**config.mk**
```make
export PLATFORM = sky130hd
export DESIGN_NAME = pattern_select_ctrl
export DESIGN_NICKNAME = d
export VERILOG_FILES = /design/src/rtl/vga_pkg.sv /design/src/rtl/pattern_select_ctrl_sel_debounce.sv /design/src/rtl/pattern_select_ctrl.sv
export SDC_FILE = /design/constraint.sdc
export NUM_CORES = 1
export LEC_CHECK = 0
export CORE_MARGIN = 4
export CORE_UTILIZATION = 50
export CTS_CLUSTER_DIAMETER = 100
export DETAILED_ROUTE_END_ITERATION = 10
export MAX_ROUTING_LAYER = met4
export PLACE_DENSITY = 0.74
export SYNTH_ARGS = -nofsm -noshare
export SYNTH_HDL_FRONTEND = slang
export SYNTH_HIERARCHICAL = 1
export SYNTH_SLANG_ARGS = --single-unit
```
**constraint.sdc**
```tcl
create_clock -name i_clk -period 3.95 [get_ports i_clk]
set_input_delay 0.5925 -clock i_clk [delete_from_list [all_inputs] [get_ports i_clk]]
set_output_delay 0.5925 -clock i_clk [all_outputs]
set_load 0.01 [all_outputs]
```
**src/rtl/vga_pkg.sv**
```systemverilog
// Shared VGA definitions: pattern IDs, select-code decode and the pattern-select FSM states.
// Consumed by pattern_select_ctrl (optional AUTO_CYCLE_EN feature uses next_pattern).
package vga_pkg;

    localparam int PATTERN_WIDTH = 3;

    localparam logic [2:0] PAT_0 = 3'b001;
    localparam logic [2:0] PAT_1 = 3'b010;
    localparam logic [2:0] PAT_2 = 3'b100;
    localparam logic [2:0] PAT_3 = 3'b101;

    // Shared with vga_sync_pulse
    localparam int TOTAL_ROWS  = 525;
    localparam int ACTIVE_ROWS = 480;

    typedef enum logic {IDLE, PENDING} state_e;

    function automatic logic [2:0] decode_sel(input logic [1:0] code);
        case (code)
            2'b00:   decode_sel = PAT_0;
            2'b01:   decode_sel = PAT_1;
            2'b10:   decode_sel = PAT_2;
            default: decode_sel = PAT_3;
        endcase
    endfunction

    function automatic logic [2:0] next_pattern(input logic [2:0] pat);
        case (pat)
            PAT_0:   next_pattern = PAT_1;
            PAT_1:   next_pattern = PAT_2;
            PAT_2:   next_pattern = PAT_3;
            default: next_pattern = PAT_0;
        endcase
    endfunction

endpackage

```
**src/rtl/pattern_select_ctrl_sel_debounce.sv**
```systemverilog
// Two-flop synchroniser and hold-time debouncer for the 2-bit board select code.
// o_stable is the stable code as of the next edge, so it carries the accepted code during o_accept.
module sel_debounce #(
    parameter int DEBOUNCE_CYCLES = 250000
) (
    input  logic       i_clk,
    input  logic       i_rst,
    input  logic [1:0] i_raw,
    output logic [1:0] o_stable,
    output logic       o_accept
);

    localparam int CW = $clog2(DEBOUNCE_CYCLES);

    logic [1:0]    s1_q, s2_q;
    logic [1:0]    stable_q, stable_d;
    logic [1:0]    cand_q, cand_d;
    logic [CW-1:0] cnt_q, cnt_d;
    logic          accept;

    always_comb begin
        cnt_d    = cnt_q;
        cand_d   = cand_q;
        stable_d = stable_q;
        accept   = 1'b0;
        if (s2_q == stable_q) begin
            cnt_d  = '0;
            cand_d = s2_q;
        end else if (cnt_q != '0 && s2_q != cand_q) begin
            // Candidate moved mid-count: restart timing on the new code
            cnt_d  = '0;
            cand_d = s2_q;
        end else if (cnt_q == CW'(DEBOUNCE_CYCLES - 1)) begin
            accept   = 1'b1;
            stable_d = s2_q;
            cnt_d    = '0;
        end else begin
            cnt_d  = cnt_q + 1'b1;
            cand_d = s2_q;
        end
    end

    always_ff @(posedge i_clk or posedge i_rst) begin
        if (i_rst) begin
            s1_q     <= '0;
            s2_q     <= '0;
            stable_q <= '0;
            cand_q   <= '0;
            cnt_q    <= '0;
        end else begin
            s1_q     <= i_raw;
            s2_q     <= s1_q;
            stable_q <= stable_d;
            cand_q   <= cand_d;
            cnt_q    <= cnt_d;
        end
    end

    assign o_stable = stable_d;
    assign o_accept = accept;

endmodule

```
**src/rtl/pattern_select_ctrl.sv**
```systemverilog
// Debounced pattern selection committed only at vsync falling edges (frame boundaries).
// Optional macro AUTO_CYCLE_EN adds i_auto: timed pattern rotation every AUTO_FRAMES boundaries.
module pattern_select_ctrl #(
    parameter int DEBOUNCE_CYCLES = 250000,
    parameter int PATTERN_WIDTH   = vga_pkg::PATTERN_WIDTH,
    parameter int AUTO_FRAMES     = 120
) (
    input  logic                     i_clk,
    input  logic                     i_rst,
    input  logic                     i_sel0,
    input  logic                     i_sel1,
    input  logic                     i_vsync,
`ifdef AUTO_CYCLE_EN
    input  logic                     i_auto,
`endif
    output logic [PATTERN_WIDTH-1:0] o_pattern,
    output logic                     o_pending
);

    import vga_pkg::*;

    localparam int PW = PATTERN_WIDTH;

    logic [1:0]    stable;
    logic          accept;
    logic          acc;
    logic          boundary;
    logic          vs_q;
    logic [PW-1:0] cand_pat;
    state_e        state_q;
    logic [PW-1:0] pattern_q, target_q;
    logic          pending_q;

    sel_debounce #(.DEBOUNCE_CYCLES(DEBOUNCE_CYCLES)) u_deb (
        .i_clk    (i_clk),
        .i_rst    (i_rst),
        .i_raw    ({i_sel0, i_sel1}),
        .o_stable (stable),
        .o_accept (accept)
    );

    assign boundary = vs_q & ~i_vsync;
    assign cand_pat = PW'(decode_sel(stable));

`ifdef AUTO_CYCLE_EN
    localparam int FW = (AUTO_FRAMES > 1) ? $clog2(AUTO_FRAMES) : 1;
    logic          auto_q;
    logic [FW-1:0] fcnt_q;
    // Leaving auto mode replays the current stable code as a fresh accept
    assign acc = (accept | auto_q) & ~i_auto;
`else
    assign acc = accept;
`endif

    always_ff @(posedge i_clk or posedge i_rst) begin
        if (i_rst) begin
            vs_q      <= 1'b0;
            state_q   <= IDLE;
            pattern_q <= PW'(PAT_0);
            target_q  <= PW'(PAT_0);
            pending_q <= 1'b0;
`ifdef AUTO_CYCLE_EN
            auto_q    <= 1'b0;
            fcnt_q    <= '0;
`endif
        end else begin
            vs_q <= i_vsync;
`ifdef AUTO_CYCLE_EN
            auto_q <= i_auto;
            if (i_auto) begin
                state_q   <= IDLE;
                pending_q <= 1'b0;
                if (boundary) begin
                    if (fcnt_q == FW'(AUTO_FRAMES - 1)) begin
                        pattern_q <= PW'(next_pattern(3'(pattern_q)));
                        fcnt_q    <= '0;
                    end else begin
                        fcnt_q <= fcnt_q + 1'b1;
                    end
                end
            end else begin
                fcnt_q <= '0;
`else
            begin
`endif
                case (state_q)
                    IDLE: begin
                        if (acc && cand_pat != pattern_q) begin
                            target_q  <= cand_pat;
                            state_q   <= PENDING;
                            pending_q <= 1'b1;
                        end
                    end
                    PENDING: begin
                        // A new accept wins over a same-cycle boundary; the old target is dropped
                        if (acc) begin
                            if (cand_pat == pattern_q) begin
                                state_q   <= IDLE;
                                pending_q <= 1'b0;
                            end else begin
                                target_q <= cand_pat;
                            end
                        end else if (boundary) begin
                            pattern_q <= target_q;
                            pending_q <= 1'b0;
                            state_q   <= IDLE;
                        end
                    end
                    default: state_q <= IDLE;
                endcase
            end
        end
    end

    assign o_pattern = pattern_q;
    assign o_pending = pending_q;

endmodule

```
# Word level (Yosys, flattened, before mapping)

Index checks and enable logic that the tools add are counted.

Bitwise logic cells: 4
Add/sub/neg operators: 1
Eq/ne operators: 13
Muxes and demuxes: 27
Reduce and logical (&&, ||, !) cells: 7

Operators by type and width:

| operator                                      | number |
|---|---|
| 2-to-1 mux 18 bit                             | 3 |
| adder 18 x 1 -> 18 bit, second input constant | 1 |
| == test 18 bit, second input constant         | 1 |
| nonzero test 18 bit                           | 1 |
| 2-to-1 mux 2 bit                              | 6 |
| 2-to-1 mux 1 bit                              | 11 |
| 2-to-1 mux 3 bit                              | 3 |
| case mux 3 bit (3 select lines)               | 1 |
| AND reduction 3 bit                           | 3 |
| != test 2 bit, second input constant          | 3 |
| case mux 3 bit (2 select lines)               | 1 |
| case mux 1 bit (2 select lines)               | 2 |
| == test 3 bit                                 | 1 |
| != test 3 x 1 -> 1 bit, second input constant | 1 |
| != test 3 x 2 -> 1 bit, second input constant | 1 |
| != test 3 bit                                 | 1 |
| != test 3 bit, second input constant          | 1 |
| inverter 1 bit                                | 3 |
| == test 2 x 1 -> 1 bit, second input constant | 1 |
| == test 2 bit                                 | 1 |
| == test 2 bit, second input constant          | 1 |
| logical AND 1 bit                             | 2 |
| logical NOT 2 bit                             | 1 |
| != test 2 bit                                 | 1 |
| AND 1 bit                                     | 1 |

Output and inout port bits: 4
Register bits after elaboration: 35

# Depth between registers and ports, before layout

Depth in word-level cells: 10
Mapped depth: 10

# By module

The synthesis kept the hierarchy.

By module, submodules not included:

| module              | area each (µm²) | seq. area each (µm²) | cells each | instances |
|---|---|---|---|---|
| sel_debounce        | 1325.0          | 650.6                | 126        | 1 |
| pattern_select_ctrl | 481.7           | 227.7                | 39         | 1 |

# Least setup slack after synthesis

OpenSTA, ideal clock, no wires.

Kind: reg-to-reg
From: register u_deb.cnt_q[4]
To: register target_q[1]
Required time: 3.825 ns
Cell stages (with the launch flop): 9
Buffers on the path: 0
Arrival time: 3.095 ns
Path slack: 0.730 ns
Cell sequence: dfrtp_1 -> or4_2 -> nor2_2 -> o2111a_1 -> mux2_2 -> ha_1 -> xor2_1 -> o41ai_4 -> mux2_2

Word-level cells in the longest chain between the ends: 10
Elaborated cells on any way between the ends: 24
Those cells by class: 8 x eq/ne; 11 x mux; 5 x reduce/logical

Ends and longest elaborated chain:

| what                                                         | line                                                                           | source |
|---|---|---|
| start: declaration                                           | pattern_select_ctrl_sel_debounce.sv:18                                         | `logic [CW-1:0] cnt_q, cnt_d;` |
| start signal: assignment                                     | pattern_select_ctrl_sel_debounce.sv:55                                         | `cnt_q <= cnt_d;` |
| == test 18 bit / nonzero test 18 bit (equally long branches) | pattern_select_ctrl_sel_debounce.sv:33, pattern_select_ctrl_sel_debounce.sv:29 |  |
| 2-to-1 mux 2 bit / logical AND 1 bit (equally long branches) | pattern_select_ctrl_sel_debounce.sv:33, pattern_select_ctrl_sel_debounce.sv:29 |  |
| 2-to-1 mux 2 bit (*)                                         | pattern_select_ctrl_sel_debounce.sv:29                                         | `end else if (cnt_q != '0 && s2_q != cand_q) begin` |
| 2-to-1 mux 2 bit (*)                                         | pattern_select_ctrl_sel_debounce.sv:26                                         | `if (s2_q == stable_q) begin` |
| net stable[1]                                                | pattern_select_ctrl.sv:24                                                      | `logic [1:0] stable;` |
| == test 2 bit, or another cell as far along                  | vga_pkg.sv:19                                                                  | `case (code)` |
| case mux 3 bit (3 select lines) (*)                          | vga_pkg.sv:19                                                                  |  |
| net cand_pat[0]                                              | pattern_select_ctrl.sv:29                                                      | `logic [PW-1:0] cand_pat;` |
| != test 3 bit                                                | pattern_select_ctrl.sv:88                                                      | `if (acc && cand_pat != pattern_q) begin` |
| logical AND 1 bit                                            | pattern_select_ctrl.sv:88                                                      |  |
| != test 2 bit (no line)                                      | n/a                                                                            |  |
| AND reduction 3 bit (no line) (*)                            | n/a                                                                            |  |
| end signal: assignment                                       | pattern_select_ctrl.sv:60                                                      | `target_q <= PW'(PAT_0);` |
| end signal: assignment                                       | pattern_select_ctrl.sv:89                                                      | `target_q <= cand_pat;` |
| end signal: assignment                                       | pattern_select_ctrl.sv:101                                                     | `target_q <= cand_pat;` |
| end: declaration                                             | pattern_select_ctrl.sv:31                                                      | `logic [PW-1:0] pattern_q, target_q;` |

Mark *: on every way through the listed nets, which the timed path passes. The rest lies on a longest branch. The select of a mux whose other input is x is not followed.
A chain may end at the register's enable or synchronous reset.

# Final worst setup path

Same ends and word-level chain as after synthesis.

==> parameters.txt <==
Parameter                              Value

Global route
  Total gr overflow    0
  First-pass GRT wire length    5840 um
  Maximum number of pins on one net before global-route repair    27
  Total GRT Usage    0.173
  Initial antenna violation count    0
  Via count of the first global-routing pass    1247

Place
  Final weighted congestion in routability-driven placement    0.871
  Count of buffers from port buffering    8
  Dpl hpwl    2410 um

Setup path
  Largest driver fanout on the critical path    5
  Required time of the critical path    4170 ps
  Worst Setup Path Type    reg -> reg
  Endpoint type of the worst setup path    flip-flop
  Data arrival at the endpoint of the critical path    3650 ps
  Kind of start point of the critical path    flip-flop
  Start point of the critical path    u_deb/cnt_q[4]
  Startpoint of the worst-slack reg-to-reg timing path    u_deb/cnt_q[4]

Yosys
  Synth Area in XOR/XNOR    0.0873
  Post-synthesis compound-gate area fraction    0.0859
  Average instance area after synthesis    10.9 sq um
  Share of synthesized cell area in full adder, half adder and majority cells    0.0346
  Syn nets    175
  Dominant cell type by area after synthesis    sky130_fd_sc_hd__dfrtp_1
  Simple-Gate Fraction of Synth Area    0.203
  Mapped cell area    1810 sq um
  Top cell type's share of synthesized area    0.457
  Number of warnings issued by yosys    6
  Dominant cells by area after synthesis    sky130_fd_sc_hd__dfrtp_1 46%, sky130_fd_sc_hd__nor3_1 5.0%, sky130_fd_sc_hd__xnor2_1 4.8%, sky130_fd_sc_hd__mux2_2 4.4%, sky130_fd_sc_hd__xor2_1 3.9%
  Number of cells produced by synthesis    165
  Combinational family with the most area after synthesis    simple AND/OR/NAND/NOR gates
  Post-synthesis sequential area ratio    0.486
  Multiplexer fraction of the synthesized cell area    0.0492
  Unique masters post-synth    42
  Number of storage elements in the synthesis netlist    35

Clock tree
  Hold buffer count at cts    0
  Post-CTS repair timing setup buffer count    0
  CTS clk-pin slew, worst paths    100 ps
  Count of clock tree sinks    35
  Inserted Clock Buffers    5
  Buffer type at the clock tree root    sky130_fd_sc_hd__clkbuf_4
  Clk_lat worst skew    330 ps
  Post-cts resize count    0
  Number of H-tree levels    2
  CTS tree    yes
  Maximum clock insertion buffer count    2

Floorplan
  Die boundary width    68.1 um
  Chip Height    68.1 um
  Number of rows created at floorplan    21
  Placeable core region    3420 sq um
  Top-Level Pins    9
  Starting density of the core    0.529
  DIE AREA    4640 sq um

Routing
  Routed wire length    3330 um
  DRC errors left    0
  Iter 0 DRT Violations    77
  Antenna viol nets, final    0
  Total number of vias    1247
  Post-detailed-route wirelength per cell    15.1 um
  Number of optimization iterations in the first detailed-route pass    4
  Via density    5.64

Min path
  Hold Path Class    reg -> reg
  Min-Delay Startpoint    u_deb/s1_q[1]

STA
  Setup Skew    5.78 ps
  Final count of negative-setup-slack endpoints    0
  Count of final hold-check violations    0
  Peak clock frequency supported by timing    292 MHz
  Hold_ws    361 ps
  Final slew viol count    0
  RSZ-0062 raised after global routing    no
  Actual slew at the worst max-slew pin    972 ps
  Worst-case headroom to the max-slew limit    0.351
  Crit path time final    3430 ps
  Aggregate negative setup slack    0 ps
  Final worst path period share    0.867

Power
  Leakage    0.000804 uW
  Clock power share    0.276
  Net switching share of the total power    0.300
  VDD IR max    225 uV
  Comb power frac    0.146
  Design internal power    471 uW
  Power share of the sequential group    0.578
  Switching power summed over all nets    202 uW
  Power density normalized to cell area    345 nW/um^2

Cells and area
  Final Net Count    184
  Antenna fix cells    0
  Total area of multi-input combinational cells    831 sq um
  Synthesis-to-layout area growth    7.83%
  Share of final-layout standard cells stronger than drive strength 1    0.149
  Flip-flop and latch area    878 sq um
  Filler cell count in the final layout    290

Status
  Outcome    complete, no violations

Job
  Number of violations of the max-capacitance limit    0
[layer usage]
metal,global-route usage,vias to the layer above,wire (um)
met5,-,-,0
met4,0.0670,0,38
met2,0.262,22,1590
met1,0.225,612,1600
met3,0.0411,4,101
li1,-,609,-
[cells in the mapped netlist (all sizes together)]
cell type,n
dfrtp,33
nor3,18
inv,13
xnor2,10
nor2,9
xor2,8
mux2,7
nand2,6
nand3,6
ha,5
nor4,5
a211oi,4
buf,4
or4,4
nand4,3
nor3b,3
or3,3
a31o,2
and2,2
clkbuf,2
dfstp,2
o21ai,2
o41ai,2
a21oi,1
a31oi,1
and3,1
and4b,1
mux2i,1
nand2b,1
nor2b,1
o2111a,1
o2111ai,1
o21ba,1
o311ai,1
o31ai,1
[stage by stage]
stage               instances  worst slack (ps)  power (uW)  cell area [sq um]  utilization
floorplan                 165               730         479               1810            -
global placement          213               650         489               1900        0.555
detailed placement        213               556         495               1900        0.555
CTS                       221               535         680               1950        0.570
global route              221               413         712               1950        0.570
finish                    221               524         672               1950        0.570
[flip-flops by register name (all words and copies together) (netlist names)]
register and cells:
u_deb/cand_q 2, u_deb/stable_q 2, state_q 1, o_pending 1, vs_q 1, target_q 3, u_deb/cnt_q 18, u_deb/s1_q 2
o_pattern 3, u_deb/s2_q 2
[cell families after synthesis]
family                     count (synthesis)
and+or+nand+nor                           63
DFF                                       35
buffers and inverters                     19
xor gates and xnor gates                  18
AOI/OAI and AO/OA                         17
muxes                                      8
adders and majority gates                  5
[final timing paths]
path                                   to  cells past startpoint  slack (ps)
max in group asynchronous  u_deb/cnt_q[4]                      2        2550
min reg2reg                 u_deb/s2_q[1]                      0         360
max                           target_q[1]                      8         520
min                         u_deb/s2_q[1]                      0         360
max reg2reg                   target_q[1]                      8         520
min in group asynchronous            vs_q                      2         540
[cell type report]
cell class,count,area share
timing repair buffer,8,0.0411
tap,46,0.0295
sequential,35,0.451
clock inverter,3,0.00771
clock buffer,5,0.0193
multi-input combinational,111,0.426
inverter,13,0.0250
[worst max-delay path, cell delays in order, from the launching register on]
cell	delay, ps
sky130_fd_sc_hd__dfrtp_1	470
sky130_fd_sc_hd__or4_2	670
sky130_fd_sc_hd__nor2_2	220
sky130_fd_sc_hd__o2111a_1	240
sky130_fd_sc_hd__mux2_2	380
sky130_fd_sc_hd__ha_1	320
sky130_fd_sc_hd__xor2_1	220
sky130_fd_sc_hd__o41ai_4	410
sky130_fd_sc_hd__mux2_2	390
[power by group through the flow]
stage                     Clock, uW  Combinational [uW]  Sequential, uW
after floorplan                   0                88.0             391
after global placement            0                95.4             393
after detailed placement          0                99.8             396
after CTS                       191                 100             389
after global routing            210                 111             391
final                           186                98.3             389
[cell usage in the layout (no fill, tap or decap), drive strengths merged, types with 6 or more instances in the layout]
master	instances
clkdlybuf4s50	8
dfrtp	33
inv	13
mux2	7
nand2	6
nand3	6
nor2	9
nor3	18
xnor2	10
xor2	8
(Power assumes the default switching activity.)
